==> config.mk <==
export PLATFORM = sky130hd
export DESIGN_NAME = branch_predictor
export DESIGN_NICKNAME = d
export VERILOG_FILES = /design/src/rtl/branch_predictor.sv
export SDC_FILE = /design/constraint.sdc
export NUM_CORES = 2
export LEC_CHECK = 0
export CORE_MARGIN = 2
export CORE_UTILIZATION = 55
export CTS_CLUSTER_SIZE = 25
export DETAILED_ROUTE_END_ITERATION = 12
export PLACE_DENSITY = 0.73
export SLEW_MARGIN = 30
export SYNTH_ARGS = -nofsm -noshare
export SYNTH_HDL_FRONTEND = slang
export SYNTH_SLANG_ARGS = --single-unit
export TNS_END_PERCENT = 30
==> constraint.sdc <==
create_clock -name clk_i -period 7.99 [get_ports clk_i]
set_input_delay 1.598 -clock clk_i [delete_from_list [all_inputs] [get_ports clk_i]]
set_output_delay 1.598 -clock clk_i [all_outputs]
set_load 0.1 [all_outputs]
==> src/rtl/branch_predictor.sv <==
// Direct-mapped dynamic branch predictor: 2-bit counters, tags and targets, plus branch/mispredict stats.
// Define BRANCH_PREDICTOR_GSHARE_EN to XOR a global history register into the table index.
module branch_predictor #(
  parameter int PC_WIDTH  = 32,
  parameter int ENTRIES   = 64,
  parameter int GHR_WIDTH = 6,
  parameter int CNT_WIDTH = 32
) (
  input  logic                 clk_i,
  input  logic                 rst_i,
  input  logic [PC_WIDTH-1:0]  lookup_pc_i,
  output logic                 predict_taken_o,
  output logic [PC_WIDTH-1:0]  predict_pc_next_o,
  input  logic                 update_en_i,
  input  logic [PC_WIDTH-1:0]  update_pc_i,
  input  logic                 update_taken_i,
  input  logic [PC_WIDTH-1:0]  update_target_i,
  input  logic                 update_mispredicted_i,
`ifdef BRANCH_PREDICTOR_GSHARE_EN
  output logic [GHR_WIDTH-1:0] lookup_ghr_o,
  input  logic [GHR_WIDTH-1:0] update_ghr_i,
`endif
  output logic [CNT_WIDTH-1:0] branch_count_o,
  output logic [CNT_WIDTH-1:0] mispredict_count_o
);
  localparam int IDX_BITS = $clog2(ENTRIES);
  localparam int TAG_W    = PC_WIDTH - IDX_BITS - 2;

  logic [ENTRIES-1:0]               valid_q, valid_d;
  logic [ENTRIES-1:0][1:0]          ctr_q, ctr_d;
  logic [ENTRIES-1:0][TAG_W-1:0]    tag_q, tag_d;
  logic [ENTRIES-1:0][PC_WIDTH-1:0] tgt_q, tgt_d;
  logic [CNT_WIDTH-1:0]             br_cnt_q, br_cnt_d;
  logic [CNT_WIDTH-1:0]             mis_cnt_q, mis_cnt_d;

  logic [IDX_BITS-1:0] lk_idx, up_idx;
  logic [TAG_W-1:0]    lk_tag, up_tag;
  logic                lk_hit, up_hit;

  // Byte offset bits never take part in indexing or tagging.
  logic unused_pc_lsb;
  assign unused_pc_lsb = ^{lookup_pc_i[1:0], update_pc_i[1:0]};

`ifdef BRANCH_PREDICTOR_GSHARE_EN
  logic [GHR_WIDTH-1:0] ghr_q, ghr_d;
  assign lookup_ghr_o = ghr_q;
  assign lk_idx = lookup_pc_i[IDX_BITS+1:2] ^ IDX_BITS'(ghr_q);
  assign up_idx = update_pc_i[IDX_BITS+1:2] ^ IDX_BITS'(update_ghr_i);

  // Casting {ghr, taken} down to GHR_WIDTH drops the oldest bit; also covers GHR_WIDTH=1.
  always_comb begin
    ghr_d = ghr_q;
    if (update_en_i) ghr_d = GHR_WIDTH'({ghr_q, update_taken_i});
  end

  always_ff @(posedge clk_i) begin
    if (rst_i) ghr_q <= '0;
    else       ghr_q <= ghr_d;
  end
`else
  assign lk_idx = lookup_pc_i[IDX_BITS+1:2];
  assign up_idx = update_pc_i[IDX_BITS+1:2];
`endif

  assign lk_tag = lookup_pc_i[PC_WIDTH-1:IDX_BITS+2];
  assign up_tag = update_pc_i[PC_WIDTH-1:IDX_BITS+2];
  assign lk_hit = valid_q[lk_idx] && (tag_q[lk_idx] == lk_tag);
  assign up_hit = valid_q[up_idx] && (tag_q[up_idx] == up_tag);

  // Lookup reads registered state only: a same-cycle update becomes visible next cycle.
  assign predict_taken_o   = lk_hit && ctr_q[lk_idx][1];
  assign predict_pc_next_o = predict_taken_o ? tgt_q[lk_idx] : lookup_pc_i + PC_WIDTH'(4);

  assign branch_count_o     = br_cnt_q;
  assign mispredict_count_o = mis_cnt_q;

  always_comb begin
    valid_d   = valid_q;
    ctr_d     = ctr_q;
    tag_d     = tag_q;
    tgt_d     = tgt_q;
    br_cnt_d  = br_cnt_q;
    mis_cnt_d = mis_cnt_q;
    if (update_en_i) begin
      br_cnt_d = br_cnt_q + CNT_WIDTH'(1);
      if (update_mispredicted_i) mis_cnt_d = mis_cnt_q + CNT_WIDTH'(1);
      if (up_hit) begin
        if (update_taken_i) begin
          if (ctr_q[up_idx] != 2'b11) ctr_d[up_idx] = ctr_q[up_idx] + 2'd1;
          tgt_d[up_idx] = update_target_i;
        end else if (ctr_q[up_idx] != 2'b00) begin
          ctr_d[up_idx] = ctr_q[up_idx] - 2'd1;
        end
      end else if (update_taken_i) begin
        valid_d[up_idx] = 1'b1;
        tag_d[up_idx]   = up_tag;
        tgt_d[up_idx]   = update_target_i;
        ctr_d[up_idx]   = 2'b10;
      end
    end
  end

  always_ff @(posedge clk_i) begin
    if (rst_i) begin
      valid_q   <= '0;
      ctr_q     <= {ENTRIES{2'b01}};
      br_cnt_q  <= '0;
      mis_cnt_q <= '0;
    end else begin
      valid_q   <= valid_d;
      ctr_q     <= ctr_d;
      br_cnt_q  <= br_cnt_d;
      mis_cnt_q <= mis_cnt_d;
    end
  end

  // Tags and targets are meaningless while valid is clear, so they carry no reset.
  always_ff @(posedge clk_i) begin
    tag_q <= tag_d;
    tgt_q <= tgt_d;
  end
endmodule

# Word level (Yosys, flattened, before mapping)
# Index checks and enable logic that the tools add are counted.
[word_totals] reg_bits=3840 out_inout_bits=97
[op_classes] add_sub_neg=5 order_cmp=3 n_eq_ne=4 muxes=32 n_bitwise=5 reduce_logical=11
[op_table] operator="$bwmux W2048" count=1
[op_table] operator="$bwmux W1536" count=1
[op_table] operator="$mux W128" count=5
[op_table] operator="$bmux W24 S6" count=2
[op_table] operator="$bwmux W128" count=2
[op_table] operator="$bmux W32 S6" count=1
[op_table] operator="$demux W32 S6" count=1
[op_table] operator="$demux W24 S6" count=1
[op_table] operator="$or A64 B64 Y64" count=2
[op_table] operator="$mux W32" count=3
[op_table] operator="$mux W24" count=3
[op_table] operator="$add A32 B1 Y32 const B" count=2
[op_table] operator="$and A64 B64 Y64" count=1
[op_table] operator="$not A64 Y64" count=1
[op_table] operator="$eq A24 B24 Y1" count=2
[op_table] operator="$add A32 B3 Y32 const B" count=1
[op_table] operator="$bmux W2 S6" count=2
[op_table] operator="$lt A6 B7 Y1 const B" count=2
[op_table] operator="$bmux W1 S6" count=2
[op_table] operator="$demux W2 S6" count=1
[op_table] operator="$demux W1 S6" count=1
[op_table] operator="$ge A6 B1 Y1 const B" count=1
[op_table] operator="$mux W2" count=3
[op_table] operator="$reduce_bool A2 Y1" count=3
[op_table] operator="other kinds (10)" count=16

# Depth between registers and ports, before layout
[logic_depth] depth_word=8 ltp_mapped=24

# Worst setup path before layout
# Ideal clock, no wire load.
[synth_path] kind="input -> output" from="in lookup_pc_i[2]" to="out predict_pc_next_o[2]" t_arrival_ps=7160 t_required_ps=6392 setup_slack_ps=-768 path_stages=14 path_buffers=6 path_cell_list="buf_2 -> buf_2 -> buf_2 -> buf_2 -> buf_2 -> mux4_2 -> mux4_2 -> a211oi_1 -> a21oi_1 -> xnor2_1 -> nand4_1 -> nor4_4 -> buf_2 -> o21ai_0"
[synth_between] elab_chain_len=6
[synth_rtl] element="start: declaration" line_no="11" source="input logic [PC_WIDTH-1:0] lookup_pc_i,"
[synth_rtl] element="$bmux W24 S6" line_no="67" source="assign lk_hit = valid_q[lk_idx] && (tag_q[lk_idx] == lk_tag);"
[synth_rtl] element="$mux W24 (not written as such)" line_no="67"
[synth_rtl] element="$eq A24 B24 Y1" line_no="67"
[synth_rtl] element="$logic_and A1 B1 Y1" line_no="67"
[synth_rtl] element="$logic_and A1 B1 Y1 (*)" line_no="71" source="assign predict_taken_o = lk_hit && ctr_q[lk_idx][1];"
[synth_rtl] element="via predict_taken_o" line_no="12" source="output logic predict_taken_o,"
[synth_rtl] element="$mux W32 (*)" line_no="72" source="assign predict_pc_next_o = predict_taken_o ? tgt_q[lk_idx] : lookup_pc_i + PC_WIDTH'(4);"
[synth_rtl] element="end: declaration" line_no="13" source="output logic [PC_WIDTH-1:0] predict_pc_next_o,"
# Mark *: on every way through the listed nets, which the timed path passes. The rest lies on a longest branch. The select of a mux whose other input is x is not followed.

# Worst setup path in the final report
[layout_path] from="in lookup_pc_i[2]" to="out predict_pc_next_o[23]"
[layout_between] elab_chain_len=6
[layout_rtl] element="$bmux W24 S6" line_no="67"
[layout_rtl] element="$mux W24 (not written as such)" line_no="67"
[layout_rtl] element="$eq A24 B24 Y1" line_no="67"
[layout_rtl] element="$logic_and A1 B1 Y1" line_no="67"
[layout_rtl] element="$logic_and A1 B1 Y1" line_no="71"
[layout_rtl] element="$mux W32 (*)" line_no="72"
# Mark *: on every way between the ends. The rest lies on a longest branch, timed or not. The select of a mux whose other input is x is not followed.

==> flow_summary_export.csv <==
group,metric,value,unit
logic_synthesis,synth_area,163000,um2
logic_synthesis,avgSynthCellArea,19.5,um2
global_route,grt_use_total,0.359,
timing,grt_setup_unrepaired,"false",
route,wl,545,mm
timing,tightestPinTransition,1160,ps
placed_design,routabilityCongestion,0.977,
worst_setup_path,required,6390,ps
worst_setup_path,end_kind,"primary output",
cts,ctsHoldBuffers,0,
floorplan,core_area,296000,um2
worst_setup_path,startpoint_type,"input port",
logic_synthesis,synthTopCellsByArea,"edfxtp_1 66%, mux4_2 19%, dfxtp_1 3.1%, mux2i_1 1.8%, nor2_1 0.84%",
cts,clk_pin_slew,60,ps
route,via_per_inst,7.45,
logic_synthesis,async_reset_ff_frac,0,
timing,setup_viol,0,
logic_synthesis,synthTopCellsByCount,"3,584 x edfxtp_1, 1,366 x mux4_2, 364 x nor2_1",
cts,cts_max_level,5,
timing,skew,66.5,ps
worst_hold_path,hp-class,"reg2reg",
logic_synthesis,synth_edf_count,3584,
cts,cts_num_sinks,3840,
floorplan,die_h,549,um
worst_setup_path,rr_startpoint,"tag_q[909]$_DFFE_PP_",
timing,finalCritPeriodShare,0.999,
worst_setup_path,worst_ep_arrival_time,6390,ps
power,seqPwrFrac,0.511,
route,wire_per_inst,41.4,um
worst_setup_path,r2r_end,"tag_q[1098]$_DFFE_PP_",
placed_design,dp_hpwl,320,mm
power,cellPowerDensity,230,nW/um2
cts,cts_tree,"built",
route,drc_errors,0,
cts,root_buffer,"clkbuf_16",
worst_hold_path,min_from,"ctr_q[108]$_SDFFE_PP1P_",
cts,clk_path_buf_depth,4,
global_route,grt_pass1_vias,96276,
layout,fillCellCount,19397,
global_route,antenna_found_initial,51,
route,via_count,97993,
global_route,grt_pass1_wl,750,mm
power,ir_worst_vdd,221,uV
layout,area_growth,15.0,%
worst_setup_path,crit_fanout,14,
power,combPwrFrac,0.073,
logic_synthesis,yosysWarnings,0,
floorplan,fp.dieArea,301000,um2
logic_synthesis,yosys.area.top_type,"edfxtp_1",
route,first_pass_iters,9,
power,clockPowerShare,0.416,
floorplan,row_count,200,
layout,layout.nets,8994,
timing,min_period,7980,ps
layout,final_cells,13158,
logic_synthesis,synth_top_area_share,0.659,
placed_design,port_buffers,195,
timing,relSlewSlack,0.226,
power,p_leak,59.2,nW
layout,post-route-util,0.634,
cts,numCtsBuffers,381,
timing,hold_viol_final,0,
floorplan,start_util,0.551,
worst_setup_path,reg2regPathDepth,16,
power,swShare,0.226,
route,antenna_left,0,
global_route,gr-total-overflow,0,
logic_synthesis,synth-seq-cells,3840,
worst_setup_path,worst-setup-path-type,"in2out",
worst_setup_path,rrSetupSlack,2970,ps
floorplan,pin_count,198,
power,switching_power,9.77,mW
logic_synthesis,synth_cell_types,79,
logic_synthesis,dominantRegCellSynth,"edfxtp_1",
power,internal-power,33.4,mW
timing,slew_viol_final,0,
logic_synthesis,synth_most_common_cell,"edfxtp_1",
global_route,grt_max_degree,154,
run,maxCapViolCount,0,
floorplan,fp.dieW,549,um
logic_synthesis,synthCells,8370,
worst_hold_path,min_path_cells,1,
logic_synthesis,yosysSeqAreaShare,0.691,
route,drt_iter0_drc,18202,
status,outcome,"finished clean",
cts,clock_latency,950,ps
worst_hold_path,hold_path_end,"ctr_q[108]$_SDFFE_PP1P_",
timing,fmax,0.125,GHz
placed_design,placed_cells,12429,
logic_synthesis,synth_fp_nets,8476,
layout,drive_gt1_frac,0.309,
==> per-stage QoR <==
step / cell area (um2) / setup WS, ps / hold WS [ps] / TNS, ps / power, mW
finish: 188000 / 6.22 / 460 / 0 / 43.2
floorplan: 163000 / -553 / 421 / -8780 / 24.2
detailed placement: 175000 / -50.3 / 442 / -130 / 25.5
CTS: 187000 / 9.57 / 456 / 0 / 43.1
global placement: 175000 / -12.9 / 437 / -12.9 / 25.4
global route: 188000 / 21.3 / 474 / 0 / 44.0
==> cell type report <==
class	count	area [um2]	area share
Antenna cell	29	72.6	0.000387
Clock buffer	473	10000	0.0534
Clock inverter	212	2230	0.0119
Inverter	21	83.8	0.000447
Multi-Input combinational cell	3883	48700	0.259
Sequential cell	3840	113000	0.601
Tap cell	3939	4930	0.0263
Timing Repair Buffer	761	8920	0.0475
==> placed cells by master (no fill, tap or decap), drive strengths merged, types with 81 or more instances in the layout <==
cell type	count
a21oi	81
a221oi	96
a22oi	123
a31oi	85
buf	660
clkbuf	475
clkdlybuf4s50	96
clkinv	146
dfxtp	256
edfxtp	3584
mux2i	294
mux4	1366
nand2	338
nand3	82
nor2	365
o21ai	148
o22ai	122
==> what timing repair did <==
item	4_1_cts	5_1_grt
gates resized for setup	5	4
setup endpoints to repair	7	30
setup buffers	3	2
pin swaps	2	2
cloned	3	2
==> per-layer routing <==
layer | routed length, um | track usage | up-vias
met5 | 222 | 0 | -
met4 | 43300 | 0.231 | 32
met3 | 79000 | 0.115 | 2148
met2 | 248000 | 0.542 | 9056
met1 | 175000 | 0.452 | 50255
li1 | - | - | 36502
==> logic make-up (layout without fill, tap and decap cells) <==
| family | Yosys count | count (layout) | synth area share |
|---|---|---|---|
| adder cells (fa/ha/maj) | 5 | 5 | 0.000383 |
| other | 0 | 29 | 0 |
| buffers and inverters | 647 | 1467 | 0.0179 |
| AND/OR/NAND/NOR | 1089 | 1089 | 0.0314 |
| flip-flops | 3840 | 3840 | 0.691 |
| multiplexers | 1729 | 1729 | 0.211 |
| XOR/XNOR | 126 | 126 | 0.00676 |
| AO/OA/AOI/OAI | 934 | 934 | 0.0415 |
==> worst max-delay path, stage by stage <==
cell and delay [ps]:
buf_16 180, buf_16 240, buf_12 190, mux4_2 510, mux4_2 530, mux4_2 520
xnor2_1 160, nand4_1 380, buf_4 280, or3_1 340, nor4_4 190, buf_12 190
buf_12 160, buf_4 160, nand2_1 60, o21ai_0 190, buf_4 210, buf_12 160
==> registers in the layout, indices dropped and copies added (netlist names) <==
name and cells:
branch_count_o 32, ctr_q 128, mispredict_count_o 32, tag_q 1536
tgt_q 2048, valid_q 64
==> power by group through the flow <==
stage / combinational [mW] / sequential [mW] / clock (mW)
after detailed placement: 2.99 / 22.5 / 0
after global routing: 3.19 / 22.1 / 18.7
after floorplan: 1.69 / 22.5 / 0
final: 3.13 / 22.1 / 18.0
after global placement: 2.94 / 22.5 / 0
after CTS: 3.03 / 22.1 / 18.0
==> worst max path at each step <==
stage	cells after the start	endpoint	slack [ps]	start
final	18	predict_pc_next_o[23]	6	lookup_pc_i[2]
after CTS	17	predict_pc_next_o[23]	10	lookup_pc_i[3]
after detailed placement	16	predict_pc_next_o[23]	-50	lookup_pc_i[2]
after global placement	16	predict_pc_next_o[23]	-10	lookup_pc_i[2]
after floorplan	14	predict_pc_next_o[16]	-550	lookup_pc_i[2]
after global routing	18	predict_pc_next_o[23]	20	lookup_pc_i[2]
Power figures use the tool's default switching activity.
